[src/rtl/reg_file_operand_if.sv]
// Operand register file bus: write controls in, two combinational operand reads out.
interface reg_file_operand_if #(parameter int NBits = 8);
  logic [NBits-1:0] I;
  logic [1:0]       FunSel;
  logic [3:0]       RSel;
  logic [3:0]       TSel;
  logic [2:0]       OutASel;
  logic [2:0]       OutBSel;
  logic [NBits-1:0] OutA;
  logic [NBits-1:0] OutB;

  modport master (output I, FunSel, RSel, TSel, OutASel, OutBSel,
                  input  OutA, OutB);
  modport slave  (input  I, FunSel, RSel, TSel, OutASel, OutBSel,
                  output OutA, OutB);
endinterface

[src/rtl/reg_file_operand.sv]
// Eight-entry operand register file (T1..T4, R1..R4) with masked clear/load/dec/inc
// updates and two independent zero-latency read ports.
module rf_reg #(
  parameter int NBits = 8
) (
  input  logic             CLK,
  input  logic             RST,
  input  logic             en_i,
  input  logic [1:0]       fun_sel_i,
  input  logic [NBits-1:0] data_i,
  output logic [NBits-1:0] q_o
);
  logic [NBits-1:0] val_q, val_d;

  // Dec/inc wrap naturally through the fixed NBits width.
  always_comb begin
    val_d = val_q;
    if (en_i) begin
      unique case (fun_sel_i)
        2'b00: val_d = '0;
        2'b01: val_d = data_i;
        2'b10: val_d = val_q - NBits'(1);
        2'b11: val_d = val_q + NBits'(1);
        default: val_d = val_q;
      endcase
    end
  end

  always_ff @(posedge CLK or posedge RST) begin
    if (RST) val_q <= '0;
    else     val_q <= val_d;
  end

  assign q_o = val_q;
endmodule

module reg_file_operand #(
  parameter int NBits = 8
) (
  input logic                 CLK,
  input logic                 RST,
  reg_file_operand_if.slave   bus
);
  localparam int NUM_REGS = 8;

  // Storage index equals the select encoding: 0..3 = T1..T4, 4..7 = R1..R4.
  logic [NUM_REGS-1:0]            en;
  logic [NUM_REGS-1:0][NBits-1:0] regs;

  assign en = {bus.RSel, bus.TSel};

  for (genvar g = 0; g < NUM_REGS; g++) begin : g_reg
    rf_reg #(.NBits(NBits)) u_reg (
      .CLK       (CLK),
      .RST       (RST),
      .en_i      (en[g]),
      .fun_sel_i (bus.FunSel),
      .data_i    (bus.I),
      .q_o       (regs[g])
    );
  end

  assign bus.OutA = regs[bus.OutASel];
  assign bus.OutB = regs[bus.OutBSel];
endmodule

[src/flat_wrapper.sv]
// flat-port wrapper written by rule: the top's interface ports become plain ports
module reg_file_operand_flat 
#(
  parameter int NBits = 8
)
  (CLK, RST, bus_I, bus_FunSel, bus_RSel, bus_TSel, bus_OutASel, bus_OutBSel, bus_OutA, bus_OutB);
  reg_file_operand_if #(.NBits(NBits)) bus_i ();
  input logic CLK;
  input logic RST;
  input wire logic [$bits(bus_i.I)-1:0] bus_I;
  input wire logic [$bits(bus_i.FunSel)-1:0] bus_FunSel;
  input wire logic [$bits(bus_i.RSel)-1:0] bus_RSel;
  input wire logic [$bits(bus_i.TSel)-1:0] bus_TSel;
  input wire logic [$bits(bus_i.OutASel)-1:0] bus_OutASel;
  input wire logic [$bits(bus_i.OutBSel)-1:0] bus_OutBSel;
  output wire logic [$bits(bus_i.OutA)-1:0] bus_OutA;
  output wire logic [$bits(bus_i.OutB)-1:0] bus_OutB;
  assign bus_i.I = bus_I;
  assign bus_i.FunSel = bus_FunSel;
  assign bus_i.RSel = bus_RSel;
  assign bus_i.TSel = bus_TSel;
  assign bus_i.OutASel = bus_OutASel;
  assign bus_i.OutBSel = bus_OutBSel;
  assign bus_OutA = bus_i.OutA;
  assign bus_OutB = bus_i.OutB;
  reg_file_operand #(.NBits(NBits)) u_core (.CLK(CLK), .RST(RST), .bus(bus_i));
endmodule
[config.mk]
export PLATFORM = sky130hd
export DESIGN_NAME = reg_file_operand_flat
export DESIGN_NICKNAME = d
export VERILOG_FILES = /design/src/rtl/reg_file_operand_if.sv /design/src/rtl/reg_file_operand.sv /design/src/flat_wrapper.sv
export SDC_FILE = /design/constraint.sdc
export NUM_CORES = 1
export LEC_CHECK = 0
export CELL_PAD_IN_SITES_DETAIL_PLACEMENT = 1
export CELL_PAD_IN_SITES_GLOBAL_PLACEMENT = 1
export CORE_ASPECT_RATIO = 1.5
export CORE_MARGIN = 2
export CORE_UTILIZATION = 45
export CTS_BUF_LIST = sky130_fd_sc_hd__clkbuf_4
export CTS_CLUSTER_DIAMETER = 80
export DETAILED_ROUTE_END_ITERATION = 16
export DONT_BUFFER_PORTS = 1
export PLACE_DENSITY = 0.83
export SETUP_SLACK_MARGIN = 0.4
export SLEW_MARGIN = 0
export SYNTH_ARGS = -nofsm -noshare
export SYNTH_HDL_FRONTEND = slang
export SYNTH_HIERARCHICAL = 1
export SYNTH_SLANG_ARGS = --single-unit
[constraint.sdc]
create_clock -name CLK -period 1.59 [get_ports CLK]
set_input_delay 0.318 -clock CLK [delete_from_list [all_inputs] [get_ports CLK]]
set_output_delay 0.318 -clock CLK [all_outputs]
set_load 0.01 [all_outputs]
==> reports/qor.txt <==
Post-Synthesis Net Count - 851
combinational power share - 67.2%
footprint of the multi-input gates - 6180 sq um
final WL - 42100 microns
Min-Delay Path Class - input pin to flop
post-synthesis compound-gate area fraction - 19.5%
vias in the first global route - 8435
clock power share - 9.2%
CP delay by family, top - multiplexers
post-synthesis xor/xnor area fraction - 3.14%
post-synthesis register bit count - 64
final hold violation count - 1
Hold Path Cell Cnt - 2
first-pass GRT wire length - 51000 microns
max FFs per register - 64
dpl cells - 1023
Crit path required time - 1270 ps
fmax - 416 MHz
peak supply drop - 0.691 mV
Hold WS - -4.24 ps
Core Region - 14500 sq um
Synth cell types - 38
synth-to-layout area growth - 46.4%
worst reg2reg path depth - 8
Longest Clk Path Bufs - 2
Final Power - 12700 uW
mux share of post-synthesis cell area - 15.1%
Yosys top cell area share - 23.9%
crit start category - flop
grt ovf - 0
Period Utilization, post-route - 151%
main combinational cell family by area after synthesis - simple AND/OR/NAND/NOR gates
Synth area leader - dfrtp_1
drt wl/cell - 38.3 microns
Adder-Cell Fraction of Synth Area - 12.9%
Max-Cap Viols - 0
I/O pin cnt - 42
DRC - 0
Static Leakage - 0.00384 uW
asr flop ratio synth - 100%
status - complete, but fails checks
critical path arrival - 2080 ps
crit-path max cell delay - 540 ps
failing checks - hold timing, setup timing
Clk pin slew, worst setup/hold paths - 140 ps
Via density - 7.67
clock sinks - 64
total CTS buffers - 9
gpl congestion - 0.907
Place WS - -251 ps
final setup TNS - -27360 ps
Iteration-0 DRC Markers - 1003
vias - 8444
Synth Area in Simple Gates - 19.6%
Worst Skew - 17.6 ps
RSZ-0062 raised after global routing - true
# H-tree levels - 3
NumNets Final - 987
reported net switching power - 6190 uW
Worst Path Class, Setup - flop to output port
overall routing resource usage - 42.0%
Worst slew margin - 53.5%
Final min period - 2400 ps
Most used DFF post-synth - dfrtp_1
CP Buf/Inv Count - 1
PD cells - 1290 nW/um^2
Die Ht - 153 microns
Post-synth EDFFs - 0
1st-pass router iterations - 5
initial antenna violation count - 5
setup violators final - 70
Root Buffer Master - clkbuf_4
DP HPWL - 19200 microns
Post-Syn Area per Cell - 8.80 sq um
Die ar. - 15900 sq um
Post-DRT Antenna Nets - 0
share of layout cells above drive strength 1 - 51.4%
CTS tree - built
final max-slew violation count - 0
CP Capture Type - output port
worst setup margin - -813 ps
CP max-delay cell - dfrtp_1
post-synthesis sequential area ratio - 23.9%
Internal - 6470 uW
Post-Layout Cell Count - 1101
Least-Margin Pin Slew - 696 ps
fillers - 1522
Initial Util - 46.1%
YS warnings - 6
Seq pwr share - 23.6%
Mapped Cells - 761
R2R Setup Slk - -700 ps
post-synthesis cell area - 6700 sq um
pin count of the biggest net entering global routing - 116
I/O Buffers - 0
Crit path depth - 3
Synth area leaders - dfrtp_1 24%, mux4_1 11%, ha_1 10%
Clk Latency, worst-skew pair - 470 ps
worst-path maximum fanout - 3
Die X-Extent - 104 microns
crit-path cells - buf_6 > mux4_2 > mux2_4
register area - 1640 sq um
Rows - 54
Switching Fraction - 48.9%
==> power by group through the flow <==
stage / Combinational (uW) / Clock [uW] / Sequential (uW)
after floorplan: 3790 / 0 / 2460
after global placement: 4980 / 0 / 2670
after detailed placement: 5440 / 0 / 2730
after CTS: 6460 / 1090 / 2680
after global routing: 8730 / 1220 / 2910
final: 8510 / 1160 / 2990
==> synth_stat cells (all sizes together), types with 19 or more instances <==
cell type and count:
o21ai 36, nor3 29, nor2 46, nand3 29, nand2 71, ha 56
a21oi 82, nand2b 19, clkbuf 26, a22oi 24, inv 50, dfrtp 64
nand3b 21, nor2b 24, mux4 32
==> through the flow <==
step           utilization, %  hold slack, ps  area, sq um
6_report                 67.5           -4.24         9810
5_1_grt                  67.5           -11.9         9800
4_1_cts                  62.4           0.766         9070
3_5_place_dp             56.0             190         8140
3_3_place_gp             56.0             181         8140
2_1_floorplan               -             134         7330
==> timing repair <==
item / CTS / global route
pin swaps: 50 / 65
setup buffers: 29 / 21
gates cloned: 0 / 0
gates resized for setup: 138 / 125
hold buffers: 9 / 0
endpoints found under the hold margin: 109 / 0
endpoints found under the setup margin: 72 / 72
==> final timing paths <==
check,from,end
max in group asynchronous,RST,u_core/g_reg[4].u_reg/q_o[7]
min,bus_TSel[1],u_core/g_reg[1].u_reg/q_o[4]
max reg2reg,u_core/g_reg[6].u_reg/q_o[2],u_core/g_reg[6].u_reg/q_o[5]
max,u_core/g_reg[6].u_reg/q_o[2],bus_OutA[2]
min reg2reg,u_core/g_reg[5].u_reg/q_o[6],u_core/g_reg[5].u_reg/q_o[6]
min in group asynchronous,RST,u_core/g_reg[2].u_reg/q_o[6]
==> worst reg2reg max path, cell delays in order (launching register included) <==
cell and delay (ps):
dfrtp_1 540, buf_6 200, ha_4 240, buf_6 130, a21oi_4 200, a21oi_2 110, o21ai_1 210, nand3b_1 190
a31oi_1 350
==> cell type report <==
| cell class | instances | share of cell area [%] |
|---|---|---|
| Antenna cell | 3 | 0.0766 |
| Clock buffer | 15 | 1.15 |
| Clock inverter | 1 | 0.0383 |
| Inverter | 50 | 2.17 |
| Multi-Input combinational cell | 608 | 63.0 |
| Sequential cell | 64 | 16.7 |
| Tap cell | 196 | 2.50 |
| Timing Repair Buffer | 164 | 14.4 |
==> layout by cell type, fill, tap and decap left out, types with 29 or more instances in the layout <==
cell | netlist | final
a21oi_1 | 82 | 36
a21oi_2 | 0 | 31
buf_4 | 0 | 113
buf_6 | 2 | 42
dfrtp_1 | 64 | 36
ha_4 | 0 | 29
inv_1 | 50 | 31
mux4_2 | 3 | 30
nand2_1 | 71 | 51
nor2_1 | 46 | 46
==> routing by layer <==
| layer | GRT usage [%] | up-vias | part of all wire [%] |
|---|---|---|---|
| met5 | 0 | - | 0.064 |
| met1 | 43.3 | 4112 | 30 |
| met4 | 34.0 | 4 | 12 |
| met2 | 71.7 | 820 | 44 |
| met3 | 10.7 | 432 | 13 |
| li1 | - | 3076 | - |
==> cells by family after synthesis <==
logic type | Yosys count
AOI/OAI and AO/OA | 210
xor gates and xnor gates | 24
adders and majority gates | 64
buffers and inverters | 89
DFF | 64
muxes | 48
and+or+nand+nor | 262
(Power assumes the default switching activity.)
==> patch: new RTL, config.mk and constraints unchanged <==
Reset style: synchronous (`RST`), changed in one clocked block.
--- a/src/rtl/reg_file_operand.sv
+++ b/src/rtl/reg_file_operand.sv
@@ -28,3 +28,3 @@
 
-  always_ff @(posedge CLK or posedge RST) begin
+  always_ff @(posedge CLK) begin
     if (RST) val_q <= '0;
Behaviour: not the same (a bounded check fails within 4 cycles, from zero or initial values and one cycle with RST high; the reset may be asserted at any time).
==> patch against the unedited design <==
  * The run now fails in global routing
  * Area after synthesis decreased by 2.2%
==> patch: results (changes against the unedited design) <==
<table>
<tr><th>Metric</th><th>Value</th></tr>
<tr><th colspan="2">Run status</th></tr>
<tr><td>Outcome</td><td>did not finish</td></tr>
<tr><td>Fail Step</td><td>global routing</td></tr>
<tr><td>Error that ended the run</td><td>[ERROR GRT-0232] Routing congestion too high. Check the congestion heatmap in the GUI.</td></tr>
<tr><th colspan="2">CTS</th></tr>
<tr><td>H-tree levels</td><td>3 (unchanged)</td></tr>
<tr><td>Count of clock tree sinks</td><td>64 (unchanged)</td></tr>
<tr><td>Number of buffers created by CTS</td><td>9 (unchanged)</td></tr>
<tr><td>Clock tree root buffer cell</td><td>clkbuf_4</td></tr>
<tr><td>Maximum number of buffers from clock root to sink</td><td>2 (unchanged)</td></tr>
<tr><th colspan="2">Synthesis</th></tr>
<tr><td>Share of the yosys chip area belonging to registers</td><td>0.196 (-0.0435)</td></tr>
<tr><td>Synthesized net count</td><td>783 (-8.0%)</td></tr>
<tr><td>Async SR Flop Fraction</td><td>0 (-1.00)</td></tr>
<tr><td>Number of distinct library cells after synthesis</td><td>42 (+11%)</td></tr>
<tr><td>Leading post-synthesis cells by instance count</td><td>nor2_1, dfxtp_1, ha_1</td></tr>
<tr><td>Number of synthesis warnings</td><td>6 (unchanged)</td></tr>
<tr><td>Most common flop cell mapped by yosys</td><td>dfxtp_1</td></tr>
<tr><td>Top cells by area in the synthesized netlist</td><td>dfxtp_1, mux4_1, ha_1, a211oi_1, nor2_1</td></tr>
<tr><th colspan="2">STA</th></tr>
<tr><td>Endpoint with the least setup slack after the last global-route repair</td><td>bus_OutA[6]</td></tr>
<tr><td>Worst End Pin Type</td><td>primary output</td></tr>
<tr><th colspan="2">Place</th></tr>
<tr><td>RD Place Congestion</td><td>0.904 (-0.39%)</td></tr>
<tr><td>Quantity of I/O buffers inserted on ports</td><td>0 (unchanged)</td></tr>
<tr><td>HPWL after detailed placement</td><td>19.8 mm (+3.1%)</td></tr>
<tr><th colspan="2">Global route</th></tr>
<tr><td>Total global routing overflow</td><td>8</td></tr>
<tr><td>Pin count of the biggest net entering global routing</td><td>100</td></tr>
<tr><td>Initial antenna violation count</td><td>3</td></tr>
<tr><td>GRT Resource Usage Total</td><td>0.725</td></tr>
</table>
==> patch: repair_timing <==
action / in CTS
hold endpoints to repair: 64
resized for setup: 228
endpoints found under the setup margin: 72
pin swaps: 108
setup buffers: 43
hold buffers: 1
==> patch: logic make-up after synthesis <==
family,count (synthesis),synth area share
muxes,48,0.154
buffers and inverters,74,0.0501
xor gates and xnor gates,32,0.0428
AOI/OAI and AO/OA,232,0.272
DFF,64,0.196
adders and majority gates,64,0.131
and+or+nand+nor,179,0.154
==> patch: stage by stage <==
stage          utilization  cells  area [µm²]  setup slack [ns]  hold slack (ns)
4_1_cts              0.662   1059        9530            -0.503           -0.107
2_1_floorplan            -    693        6950            -0.145            0.481
3_3_place_gp         0.563    999        8100            -0.259            0.391
3_5_place_dp         0.563    999        8100            -0.393            0.397
==> patch: metal layers <==
layer,GRT overflow,global-route usage
met1,0,0.739
met2,1,0.897
met3,1,0.544
met4,6,0.713
met5,0,0.175
